## config.mk

```make
export PLATFORM = sky130hd
export DESIGN_NAME = ps2_sb_ctrl
export DESIGN_NICKNAME = d
export VERILOG_FILES = /design/src/rtl/ps2_pkg.sv /design/src/rtl/ps2_rx.sv /design/src/rtl/ps2_sb_ctrl.sv
export SDC_FILE = /design/constraint.sdc
export NUM_CORES = 1
export LEC_CHECK = 0
export CAP_MARGIN = 20
export CORE_ASPECT_RATIO = 0.75
export CORE_MARGIN = 5
export CORE_UTILIZATION = 25
export DETAILED_ROUTE_END_ITERATION = 10
export SLEW_MARGIN = 0
export SYNTH_ARGS = -nofsm -noshare
export SYNTH_HDL_FRONTEND = slang
export SYNTH_SLANG_ARGS = --single-unit
```

## constraint.sdc

```tcl
create_clock -name clk_i -period 3.7 [get_ports clk_i]
set_clock_uncertainty 0.05 [all_clocks]
set_input_delay 1.11 -clock clk_i [delete_from_list [all_inputs] [get_ports clk_i]]
set_output_delay 1.11 -clock clk_i [all_outputs]
set_load 0.02 [all_outputs]
```

## src/rtl/ps2_pkg.sv

```systemverilog
// PS/2 system-bus keyboard controller: shared types and register map.
// Receive FSM states, register byte offsets and status bit positions.
package ps2_pkg;

   typedef enum logic [1:0] {
      IDLE   = 2'd0,
      DATA   = 2'd1,
      PARITY = 2'd2,
      STOP   = 2'd3
   } rx_state_t;

   localparam logic [23:0] OFS_CODE   = 24'h00;
   localparam logic [23:0] OFS_UNREAD = 24'h04;
   localparam logic [23:0] OFS_STATUS = 24'h08;
   localparam logic [23:0] OFS_RST    = 24'h24;

   localparam int ST_PAR = 0;
   localparam int ST_FRM = 1;
   localparam int ST_OVR = 2;

endpackage

```

## src/rtl/ps2_rx.sv

```systemverilog
// PS/2 frame receiver: input synchronizers, kclk fall detect,
// deframing FSM and inter-edge timeout. Result outputs are 1-cycle pulses.
module ps2_rx
   import ps2_pkg::*;
#(
   parameter int TIMEOUT_CYC = 2000
) (
   input  logic       clk_i,
   input  logic       rst_n_i,
   input  logic       kclk_i,
   input  logic       kdata_i,
   output logic [7:0] code_o,
   output logic       code_vld_o,
   output logic       par_err_o,
   output logic       frm_err_o
);

   localparam int TW = $clog2(TIMEOUT_CYC + 1);

   logic [2:0]  kclk_sync;
   logic [1:0]  kdat_sync;
   logic        fall;
   logic        bit_in;

   rx_state_t   state, state_n;
   logic [2:0]  bit_cnt, bit_cnt_n;
   logic [7:0]  shreg, shreg_n;
   logic        par_ok, par_ok_n;
   logic [TW-1:0] tmo_cnt, tmo_cnt_n;

   // two-flop synchronizers plus one history flop on kclk for edge detect
   always_ff @(posedge clk_i) begin
      if (!rst_n_i) begin
         kclk_sync <= 3'b111;
         kdat_sync <= 2'b11;
      end else begin
         kclk_sync <= {kclk_sync[1:0], kclk_i};
         kdat_sync <= {kdat_sync[0], kdata_i};
      end
   end

   assign fall   = kclk_sync[2] & ~kclk_sync[1];
   assign bit_in = kdat_sync[1];
   assign code_o = shreg;

   // receive state and datapath registers
   always_ff @(posedge clk_i) begin
      if (!rst_n_i) begin
         state   <= IDLE;
         bit_cnt <= '0;
         shreg   <= '0;
         par_ok  <= 1'b0;
         tmo_cnt <= '0;
      end else begin
         state   <= state_n;
         bit_cnt <= bit_cnt_n;
         shreg   <= shreg_n;
         par_ok  <= par_ok_n;
         tmo_cnt <= tmo_cnt_n;
      end
   end

   // next-state: one step per kclk fall, timeout abandons a partial frame
   always_comb begin
      state_n    = state;
      bit_cnt_n  = bit_cnt;
      shreg_n    = shreg;
      par_ok_n   = par_ok;
      tmo_cnt_n  = '0;
      code_vld_o = 1'b0;
      par_err_o  = 1'b0;
      frm_err_o  = 1'b0;
      if (state != IDLE && tmo_cnt == TW'(TIMEOUT_CYC)) begin
         frm_err_o = 1'b1;
         state_n   = IDLE;
      end else begin
         if (state != IDLE) tmo_cnt_n = tmo_cnt + 1'b1;
         if (fall) begin
            tmo_cnt_n = '0;
            unique case (state)
               IDLE: begin
                  if (!bit_in) begin
                     state_n   = DATA;
                     bit_cnt_n = '0;
                  end
               end
               DATA: begin
                  shreg_n   = {bit_in, shreg[7:1]};
                  bit_cnt_n = bit_cnt + 1'b1;
                  if (bit_cnt == 3'd7) state_n = PARITY;
               end
               PARITY: begin
                  par_ok_n  = ^{bit_in, shreg};
                  par_err_o = ~par_ok_n;
                  state_n   = STOP;
               end
               STOP: begin
                  frm_err_o  = ~bit_in;
                  code_vld_o = bit_in & par_ok;
                  state_n    = IDLE;
               end
               default: state_n = IDLE;
            endcase
         end
      end
   end

endmodule

```

## src/rtl/ps2_sb_ctrl.sv

```systemverilog
// PS/2 keyboard peripheral: register file, code storage and bus read mux.
// Define PS2_FIFO_EN for a FIFO_DEPTH-entry scan-code FIFO instead of one holding register.
module ps2_sb_ctrl
   import ps2_pkg::*;
#(
   parameter int TIMEOUT_CYC = 2000
`ifdef PS2_FIFO_EN
   ,
   parameter int FIFO_DEPTH = 4
`endif
) (
   input  logic        clk_i,
   input  logic        resetn_i,
   input  logic [31:0] addr_i,
   input  logic        req_i,
   input  logic        write_enable_i,
   input  logic [31:0] write_data_i,
   output logic [31:0] read_data_o,
   output logic        interrupt_request_o,
   input  logic        interrupt_return_i,
   input  logic        kclk_i,
   input  logic        kdata_i
);

   logic [23:0] off;
   logic        rd, wr, soft_rst, rst_n;
   logic [7:0]  rx_code;
   logic        rx_vld, rx_par, rx_frm;
   logic        pop, stat_clr, ovr_set, unread;
   logic [7:0]  head;
   logic [2:0]  status;
   logic        unused_ok;

   assign off       = addr_i[23:0];
   assign rd        = req_i & ~write_enable_i;
   assign wr        = req_i & write_enable_i;
   assign soft_rst  = wr && off == OFS_RST && write_data_i == 32'h1;
   assign rst_n     = resetn_i & ~soft_rst;
   assign pop       = rd && off == OFS_CODE && unread;
   assign stat_clr  = rd && off == OFS_STATUS;
   assign unused_ok = ^{addr_i[31:24], interrupt_return_i};

   ps2_rx #(
      .TIMEOUT_CYC (TIMEOUT_CYC)
   ) u_rx (
      .clk_i      (clk_i),
      .rst_n_i    (rst_n),
      .kclk_i     (kclk_i),
      .kdata_i    (kdata_i),
      .code_o     (rx_code),
      .code_vld_o (rx_vld),
      .par_err_o  (rx_par),
      .frm_err_o  (rx_frm)
   );

`ifdef PS2_FIFO_EN
   localparam int AW = $clog2(FIFO_DEPTH);

   logic [7:0]  mem [FIFO_DEPTH];
   logic [AW-1:0] wp, rp;
   logic [AW:0] cnt;
   logic        full, push;

   assign full    = cnt == (AW + 1)'(FIFO_DEPTH);
   assign unread  = cnt != '0;
   assign head    = mem[rp];
   assign push    = rx_vld & (~full | pop);
   assign ovr_set = rx_vld & full & ~pop;

   // FIFO storage, written at the tail
   always_ff @(posedge clk_i) begin
      if (push) mem[wp] <= rx_code;
   end

   // FIFO pointers and occupancy
   always_ff @(posedge clk_i) begin
      if (!rst_n) begin
         wp  <= '0;
         rp  <= '0;
         cnt <= '0;
      end else begin
         if (push) wp <= wp + 1'b1;
         if (pop) rp <= rp + 1'b1;
         cnt <= cnt + (AW + 1)'(push) - (AW + 1)'(pop);
      end
   end
`else
   logic [7:0] hold;

   assign head    = hold;
   assign ovr_set = rx_vld & unread & ~pop;

   // single holding register; a new code always overwrites
   always_ff @(posedge clk_i) begin
      if (!rst_n) begin
         hold   <= '0;
         unread <= 1'b0;
      end else if (rx_vld) begin
         hold   <= rx_code;
         unread <= 1'b1;
      end else if (pop) begin
         unread <= 1'b0;
      end
   end
`endif

   // sticky error bits; a new event in the clearing cycle survives
   always_ff @(posedge clk_i) begin
      if (!rst_n) begin
         status <= '0;
      end else begin
         status <= (stat_clr ? 3'b000 : status)
                 | {ovr_set, rx_frm, rx_par};
      end
   end

   // registered read mux, holds when no read
   always_ff @(posedge clk_i) begin
      if (!rst_n) begin
         read_data_o <= '0;
      end else if (rd) begin
         case (off)
            OFS_CODE:   read_data_o <= unread ? {24'b0, head} : 32'b0;
            OFS_UNREAD: read_data_o <= {31'b0, unread};
            OFS_STATUS: read_data_o <= {29'b0, status[ST_OVR],
                                        status[ST_FRM], status[ST_PAR]};
            default:    read_data_o <= 32'b0;
         endcase
      end
   end

   assign interrupt_request_o = unread;

endmodule

```

==> impl_metrics.yaml, run 1 <==
status:
  status: "finished clean"
floorplanning:
  ioPinCount: 104
  coreArea_um2: 9620
  dieArea_um2: 11900
  rows: 31
  dieHeight_um: 95.9
  initial_utilization_pct: 25.6
  die_w_um: 125
grt:
  grt_use_total_pct: 9.66
  top_usage_layer: "met2"
  grt.met1_usage_pct: 12.3
  gr-usage-met2_pct: 15.4
  grt_pass1_wl_um: 9470
  grt.overflow.total: 0
  use_met3_pct: 3.88
  grt_max_degree: 51
  first_global_vias: 2036
  grt_antenna_before_repair: 0
clock_network:
  h-tree-depth: 2
  ctsResizeCount: 0
  numCtsBuffers: 5
  cts.sinks: 50
  clock_latency_ns: 0.29
  path_clk_slew_ns: 0.06
  cts_tree: "yes"
  hold_buffers: 0
  clockRootBuffer: "clkbuf_16"
  cts_setup_buffers: 0
  clk_path_buf_depth: 2
power:
  p_sw_mw: 0.241
  p_leak_nw: 1.17
  p_int_mw: 0.857
  p_per_area_nw_per_um2: 327
  swShare_pct: 22.0
  vdd_drop_max_uv: 146
  p_total_mw: 1.10
  seq_power_share_pct: 49.4
  clkPwrFrac_pct: 40.2
  pwr-share-comb_pct: 10.5
logic_synthesis:
  synth_cell_types: 39
  synth_fa_ha_area_share_pct: 4.07
  syn_area_um2: 2460
  synth_edf_count: 0
  synth_ff_type: "dfxtp_1"
  ys_ff_latch: 50
  ys_async_sr_fraction_pct: 0
  synth-compound-area-share_pct: 7.83
  synth_xor_area_share_pct: 6.26
  synth_top_family_by_area: "simple AND/OR/NAND/NOR gates"
  synthCells: 272
  ys_seq_area_share_pct: 40.7
  muxShareOfSynthArea_pct: 6.51
  syn_avg_cell_area_um2: 9.04
  synth_warnings: 0
  synth-simple-area-share_pct: 23.9
worst_setup_path:
  worstPathCellList: "clkdlybuf4s50_1, or4_1, or4_4, o21ai_4, buf_12, nor3_1"
  start_kind: "primary input"
  critPathMaxStageDelay_ns: 0.53
  crit_path_end_kind: "flop"
  crit_type: "primary input to flop"
  cp.required_ns: 3.82
  arrival_ns: 3.14
  critPathSlowestCell: "or4_1"
  crit_path_max_fanout: 50
  cp_top_family: "simple AND/OR/NAND/NOR gates"
  worst-path-buf-inv: 2
sta:
  slew_headroom_pct: 42.8
  fin_ws_ns: 0.678
  post-route-period-util_pct: 81.7
  tns_ns: 0
  finalCriticalPeriod_ns: 3.02
  setup_violations: 0
  drv_slew: 0
  max_freq_mhz: 331
  rsz0062_at_grt: "no"
  worst_pin_slew_ns: 0.855
  hold_viol: 0
placed_design:
  place_area_um2: 3220
  dp_hpwl_um: 4580
  io_buffer_count: 70
  gp_congestion: 0.910
  dpl_worst_slack_ns: 0.344
flow_run:
  cap_violations: 0
drt:
  drt_iter0_drc: 96
  remaining_drc_errors: 0
  dr.pass1.iters: 4
  wl_per_cell_um: 12.3
  drt-vias-per-instance: 4.35
  vias: 2067
  drt_wl_total_um: 5850
  final_antenna_net_count: 0
hold_path:
  hold_class: "flop to flop"
cells_and_area:
  drive_gt1_share_pct: 3.50
  syn_to_final_growth_pct: 36.5
  n_antenna_cell: 0
  stdcell_area_um2: 3360
  layout.nets: 421
==> flip-flops by register name (all words and copies together), names as in the netlist <==
register / cells
u_rx.state: 2
u_rx.bit_cnt: 3
read_data_o: 8
u_rx.code_o: 8
u_rx.tmo_cnt: 11
interrupt_request_o: 1
u_rx.par_ok: 1
u_rx.kdat_sync: 2
u_rx.kclk_sync: 3
head: 8
status: 3
==> cell type report <==
type / instances / area [um2]
clock inverters: 2 / 13.8
inverters: 8 / 30.0
repair buffers: 73 / 736
multi-input cells: 204 / 1280
fillers: 1016 / 6260
clock buffers: 6 / 129
well taps: 132 / 165
flip-flops and latches: 50 / 1000
==> per-stage QoR <==
| step | hold WS [ns] | util, % | cells |
|---|---|---|---|
| 3_3_place_gp | 0.339 | 33.4 | 467 |
| 6_report | 0.361 | 34.9 | 475 |
| 4_1_cts | 0.368 | 34.9 | 475 |
| 3_5_place_dp | 0.353 | 33.4 | 467 |
| 5_1_grt | 0.381 | 34.9 | 475 |
| 2_1_floorplan | 0.336 | - | 295 |
==> per-layer routing <==
| metal | wire, um | vias up | share of wire [%] |
|---|---|---|---|
| met4 | 57 | 0 | 0.97 |
| li1 | - | 1050 | - |
| met1 | 2820 | 939 | 48 |
| met5 | 0 | - | 0 |
| met2 | 2550 | 72 | 44 |
| met3 | 427 | 6 | 7.3 |
==> cell usage after synthesis (8+ instances only) <==
library cell / instances / share of area, %
mux2i_1: 16 / 6.5
nor4_1: 9 / 2.3
dfxtp_1: 50 / 41
xnor2_1: 8 / 2.8
nor3_1: 20 / 4.1
buf_4: 28 / 8.5
ha_1: 8 / 4.1
a22oi_1: 11 / 3.4
o21ai_0: 8 / 1.6
nor2_1: 28 / 4.3
inv_1: 8 / 1.2
nand2_1: 13 / 2.0
==> power groups by stage <==
stage                     logic [mW]  registers [mW]  clock network (mW)
after floorplan               0.0628           0.554                   0
after global placement         0.114           0.554                   0
after detailed placement       0.115           0.554                   0
after CTS                      0.116           0.542               0.454
after global routing           0.124           0.542               0.474
final                          0.115           0.542               0.441
==> worst paths after layout <==
kind / startpoint / end / slack (ns) / depth (start not counted)
max: addr_i[3] / status[2] / 0.68 / 6
min: u_rx.kdat_sync[0] / u_rx.kdat_sync[1] / 0.36 / 1
max reg2reg: u_rx.state[0] / status[2] / 1.30 / 7
min reg2reg: u_rx.kdat_sync[0] / u_rx.kdat_sync[1] / 0.36 / 1
==> placed cells by master, fill, tap and decap left out, drive strengths merged, types with 9 or more instances in the layout <==
master and instances:
nor2 28, nor4 9, conb 24, o21ai 9
mux2i 16, clkdlybuf4s50 70, nand2 13, a22oi 11
nor3 20, dfxtp 50
==> kinds of logic (layout without fill, tap and decap cells) <==
kind of cell,count (synthesis),in the layout
DFF,50,50
muxes,16,16
and+or+nand+nor,111,111
buffers and inverters,41,89
AOI/OAI and AO/OA,29,29
xor gates and xnor gates,16,16
other,1,24
adders and majority gates,8,8
Power figures use the tool's default switching activity.
==> run 2, diff against run 1 <==
==> constraint.sdc (replaced) <==
create_clock -name clk_i -period 2.98 [get_ports clk_i]
set_clock_uncertainty 0.05 [all_clocks]
set_input_delay 0.894 -clock clk_i [delete_from_list [all_inputs] [get_ports clk_i]]
set_output_delay 0.894 -clock clk_i [all_outputs]
set_load 0.02 [all_outputs]
==> run 2 against run 1 <==
Sequential share of layout area shrank 0.39 points. Critical path depth is the same. Critical endpoint is now u_rx.tmo_cnt[3]. Wire length is 0.85% higher. Worst setup slack worse by 0.50 ns. Global-route usage up 0.40 points. Die area is the same. Clock power is 21% higher. Largest power group unchanged. Highest routed layer unchanged. Core utilization is 0.47 points higher. Design area is 1.3% higher. Combinational power is 28% higher. Largest cell class unchanged. Cell count grew 1.3%.
==> impl_metrics.yaml, run 2 (same netlist as run 1, synthesis figures left out) <==
worst_setup_path:
  start_kind: "primary input"
  cp_top_family: "simple AND/OR/NAND/NOR gates"
  critPathMaxStageDelay_ns: 0.54
  crit_path_end_kind: "flop"
  cp.required_ns: 3.09
  arrival_ns: 2.91
  critPathSlowestCell: "or4_1"
  path_depth: 6
  worst-path-buf-inv: 2
  ff2ff_path_depth: 8
  crit_type: "primary input to flop"
  worstPathCellList: "clkdlybuf4s50_1, or4_1, or4_4, o21ai_4, buf_12, nor3_1"
  crit_path_max_fanout: 31
grt:
  grt_use_total_pct: 10.1
  grt.overflow.total: 0
  grt_antenna_before_repair: 0
  grt_pass1_wl_um: 9760
  grt_max_degree: 32
  first_global_vias: 2060
clock_network:
  cts.sinks: 50
  h-tree-depth: 2
  hold_buffers: 0
  clk_path_buf_depth: 2
  cts_tree: "yes"
  path_clk_slew_ns: 0.06
  clockRootBuffer: "clkbuf_16"
  ctsResizeCount: 0
  clock_latency_ns: 0.29
  cts_setup_buffers: 0
  numCtsBuffers: 5
sta:
  slew_headroom_pct: 45.3
  setup_violations: 0
  rsz0062_at_grt: "no"
  worst_pin_slew_ns: 0.818
  max_freq_mhz: 357
  finalCriticalPeriod_ns: 2.80
  post-route-period-util_pct: 93.9
  hold_viol: 0
  fin_ws_ns: 0.182
  fin_hold_ws_ns: 0.359
  drv_slew: 0
hold_path:
  hold_class: "flop to flop"
  min_path_cells: 1
placed_design:
  io_buffer_count: 70
  dpl_worst_slack_ns: -0.119
  gp_congestion: 0.883
  place_area_um2: 3270
  dp_hpwl_um: 4630
  dp.cells: 474
cells_and_area:
  largest_reg_flops: 11
  nFillCells: 1014
  stdcell_area_um2: 3400
  mostFrequentLayoutCell: "clkdlybuf4s50_1"
  layout.nets: 428
  layout.cells.non_filler: 481
  syn_to_final_growth_pct: 38.4
  top_register: "u_rx.tmo_cnt"
  final_cell_mix: "70 x clkdlybuf4s50_1, 50 x dfxtp_1, 28 x nor2_1"
  drive_gt1_share_pct: 5.44
  n_antenna_cell: 0
floorplanning:
  die_w_um: 125
  initial_utilization_pct: 25.6
  rows: 31
  dieHeight_um: 95.9
  coreArea_um2: 9620
  ioPinCount: 104
  dieArea_um2: 11900
drt:
  wl_per_cell_um: 12.3
  drt_iter0_drc: 80
  dr.pass1.iters: 4
  final_antenna_net_count: 0
  remaining_drc_errors: 0
  drt-vias-per-instance: 4.34
  drt_wl_total_um: 5900
  vias: 2088
power:
  p_leak_nw: 1.21
  swShare_pct: 21.8
  clkPwrFrac_pct: 39.4
  p_total_mw: 1.35
  seq_power_share_pct: 49.7
  p_per_area_nw_per_um2: 398
  vdd_drop_max_uv: 182
  p_int_mw: 1.06
  pwr-share-comb_pct: 10.9
  p_sw_mw: 0.295
status:
  status: "finished clean"
flow_run:
  cap_violations: 0
[run 2: metrics by stage]
step | utilization [%] | TNS (ns)
after detailed placement | 34.0 | -4.33
after floorplan | - | 0
after global routing | 35.4 | 0
after global placement | 34.0 | -3.80
after CTS | 35.4 | 0
final | 35.4 | 0
[run 2: power by group through the flow]
stage / combinational (mW) / sequential (mW) / clock (mW)
after floorplan: 0.0780 / 0.688 / 0
after global placement: 0.146 / 0.688 / 0
after detailed placement: 0.147 / 0.688 / 0
after CTS: 0.148 / 0.673 / 0.549
after global routing: 0.159 / 0.673 / 0.581
final: 0.147 / 0.673 / 0.534
[run 2: worst paths after layout]
| path | startpoint | endpoint | slack, ns |
|---|---|---|---|
| hold / removal | u_rx.kdat_sync[0] | u_rx.kdat_sync[1] | 0.36 |
| setup reg to reg | u_rx.state[0] | head[5] | 0.79 |
| hold reg to reg | u_rx.kdat_sync[0] | u_rx.kdat_sync[1] | 0.36 |
| setup / recovery | addr_i[3] | u_rx.tmo_cnt[3] | 0.18 |
[run 2: worst reg2reg max path, stage by stage (launching register included)]
cell and delay (ns):
dfxtp_1 0.34, inv_1 0.09, ha_1 0.24, nand4b_1 0.16, nor3_1 0.07, buf_4 0.16
nor2_1 0.64, mux2i_1 0.27, nor2_1 0.05
[run 2: final cells by class]
cell class / count / area, um2 / share of cell area [%]
sequential: 50 / 1000 / 29.4
tap: 132 / 165 / 4.85
clock buffer: 5 / 125 / 3.68
timing repair buffer: 80 / 788 / 23.2
multi-input combinational: 204 / 1280 / 37.7
clock inverter: 2 / 10.0 / 0.294
inverter: 8 / 30.0 / 0.882
[run 2: metal layers]
layer | vias to the layer above | GRT usage, % | wire length, um
met5 | - | 0 | 0
met4 | 0 | 3.83 | 86
met1 | 949 | 12.6 | 2940
met2 | 74 | 16.1 | 2470
met3 | 8 | 3.49 | 407
li1 | 1057 | - | -
==> run 3, diff against run 2 <==
--- a/config.mk
+++ b/config.mk
@@ -7,7 +7,6 @@
 export LEC_CHECK = 0
 export CAP_MARGIN = 20
 export CORE_ASPECT_RATIO = 0.75
-export CORE_MARGIN = 5
 export CORE_UTILIZATION = 25
 export DETAILED_ROUTE_END_ITERATION = 10
 export SLEW_MARGIN = 0
==> run 3 against run 2 <==
Die area fell by 14%. Fmax barely moved. Critical path depth did not move. Combinational power barely moved. Critical path type unchanged. Largest cell class unchanged.
==> impl_metrics.yaml, run 3 (same netlist as run 1, synthesis figures left out) <==
status:
  status: "finished clean"
floorplanning:
  dieHeight_um: 87.9
  die_w_um: 117
  rows: 30
  ioPinCount: 104
  initial_utilization_pct: 26.4
  coreArea_um2: 9310
  dieArea_um2: 10200
drt:
  drt-vias-per-instance: 4.41
  dr.pass1.iters: 4
  vias: 2098
  drt_iter0_drc: 71
  wl_per_cell_um: 11.6
  final_antenna_net_count: 0
  drt_wl_total_um: 5540
  remaining_drc_errors: 0
clock_network:
  cts_tree: "yes"
  h-tree-depth: 2
  clk_path_buf_depth: 2
  clockRootBuffer: "clkbuf_16"
  clock_latency_ns: 0.28
  hold_buffers: 0
  numCtsBuffers: 5
  path_clk_slew_ns: 0.06
  cts_setup_buffers: 0
  ctsResizeCount: 0
  cts.sinks: 50
sta:
  hold_viol: 0
  slew_headroom_pct: 43.1
  tns_ns: 0
  drv_slew: 0
  max_freq_mhz: 358
  worst_pin_slew_ns: 0.850
  setup_violations: 0
  post-route-period-util_pct: 93.8
  finalCriticalPeriod_ns: 2.80
  rsz0062_at_grt: "no"
  fin_hold_ws_ns: 0.355
cells_and_area:
  syn_to_final_growth_pct: 38.0
  top_register: "u_rx.tmo_cnt"
  final_cell_mix: "70 x clkdlybuf4s50_1, 50 x dfxtp_1, 28 x nor2_1"
  mostFrequentLayoutCell: "clkdlybuf4s50_1"
  layout.nets: 426
  n_antenna_cell: 0
  layout.cells.non_filler: 476
  largest_reg_flops: 11
  drive_gt1_share_pct: 4.89
grt:
  grt_antenna_before_repair: 0
  grt_pass1_wl_um: 8460
  grt.overflow.total: 0
  grt_max_degree: 28
  grt_use_total_pct: 10.7
  first_global_vias: 1917
flow_run:
  cap_violations: 0
worst_setup_path:
  arrival_ns: 2.91
  crit_path_max_fanout: 14
  crit_type: "primary input to flop"
  cp.required_ns: 3.09
  crit_path_end_kind: "flop"
  start_kind: "primary input"
hold_path:
  hold_class: "flop to flop"
power:
  p_leak_nw: 1.20
  vdd_drop_max_uv: 193
  p_per_area_nw_per_um2: 406
placed_design:
  dp.cells: 468
  gp_congestion: 0.715
  io_buffer_count: 70
  dp_hpwl_um: 4370
[run 3: changes by cell type in the layout (fill, tap and decap cells not counted), sizes merged]
cell,previous run,this run
clkinv,2,1
clkbuf,5,7
buf,10,8
[run 3: final timing paths]
path                                        start                end  slack [ns]  cells after the start
worst max-delay path                    addr_i[3]    u_rx.tmo_cnt[6]        0.18                      6
worst min-delay path            u_rx.kdat_sync[0]  u_rx.kdat_sync[1]        0.35                      1
worst max register to register      u_rx.state[0]            head[5]        0.80                      8
worst min register to register  u_rx.kdat_sync[0]  u_rx.kdat_sync[1]        0.35                      1
[run 3: layout make-up]
type | count | area [um2]
fillers | 968 | 5910
multi-input cells | 204 | 1280
flip-flops and latches | 50 | 1000
repair buffers | 78 | 773
well taps | 128 | 160
clock buffers | 7 | 143
inverters | 8 | 30.0
clock inverters | 1 | 5.00
[run 3: where the power goes]
part / total [mW] / switching (mW) / internal, mW
combinational: 0.145 / 0.0618 / 0.0837
sequential: 0.673 / 0.00168 / 0.671
clock: 0.561 / 0.229 / 0.333
[run 3: metal layers]
layer	track usage, %	part of all wire [%]	vias up
met4	3.11	0.72	0
met3	3.81	9.8	4
met5	0	0	-
li1	-	-	1059
met1	12.2	45	963
met2	18.8	45	72
[run 3: metrics by stage]
step	instance area, um2	setup slack (ns)	utilization (%)	total power, mW
CTS	3400	0.164	36.5	1.40
finish	3400	0.185	36.5	1.38
global placement	3250	-0.136	34.9	0.833
global route	3400	0.121	36.5	1.44
detailed placement	3250	-0.121	34.9	0.834
floorplan	2550	0.331	-	0.766
[run 3: worst max-delay path, cell delays in order]
cell	delay (ns)
clkdlybuf4s50_1	0.46
or4_1	0.53
or4_4	0.51
o21ai_4	0.21
buf_4	0.22
nor3_1	0.07
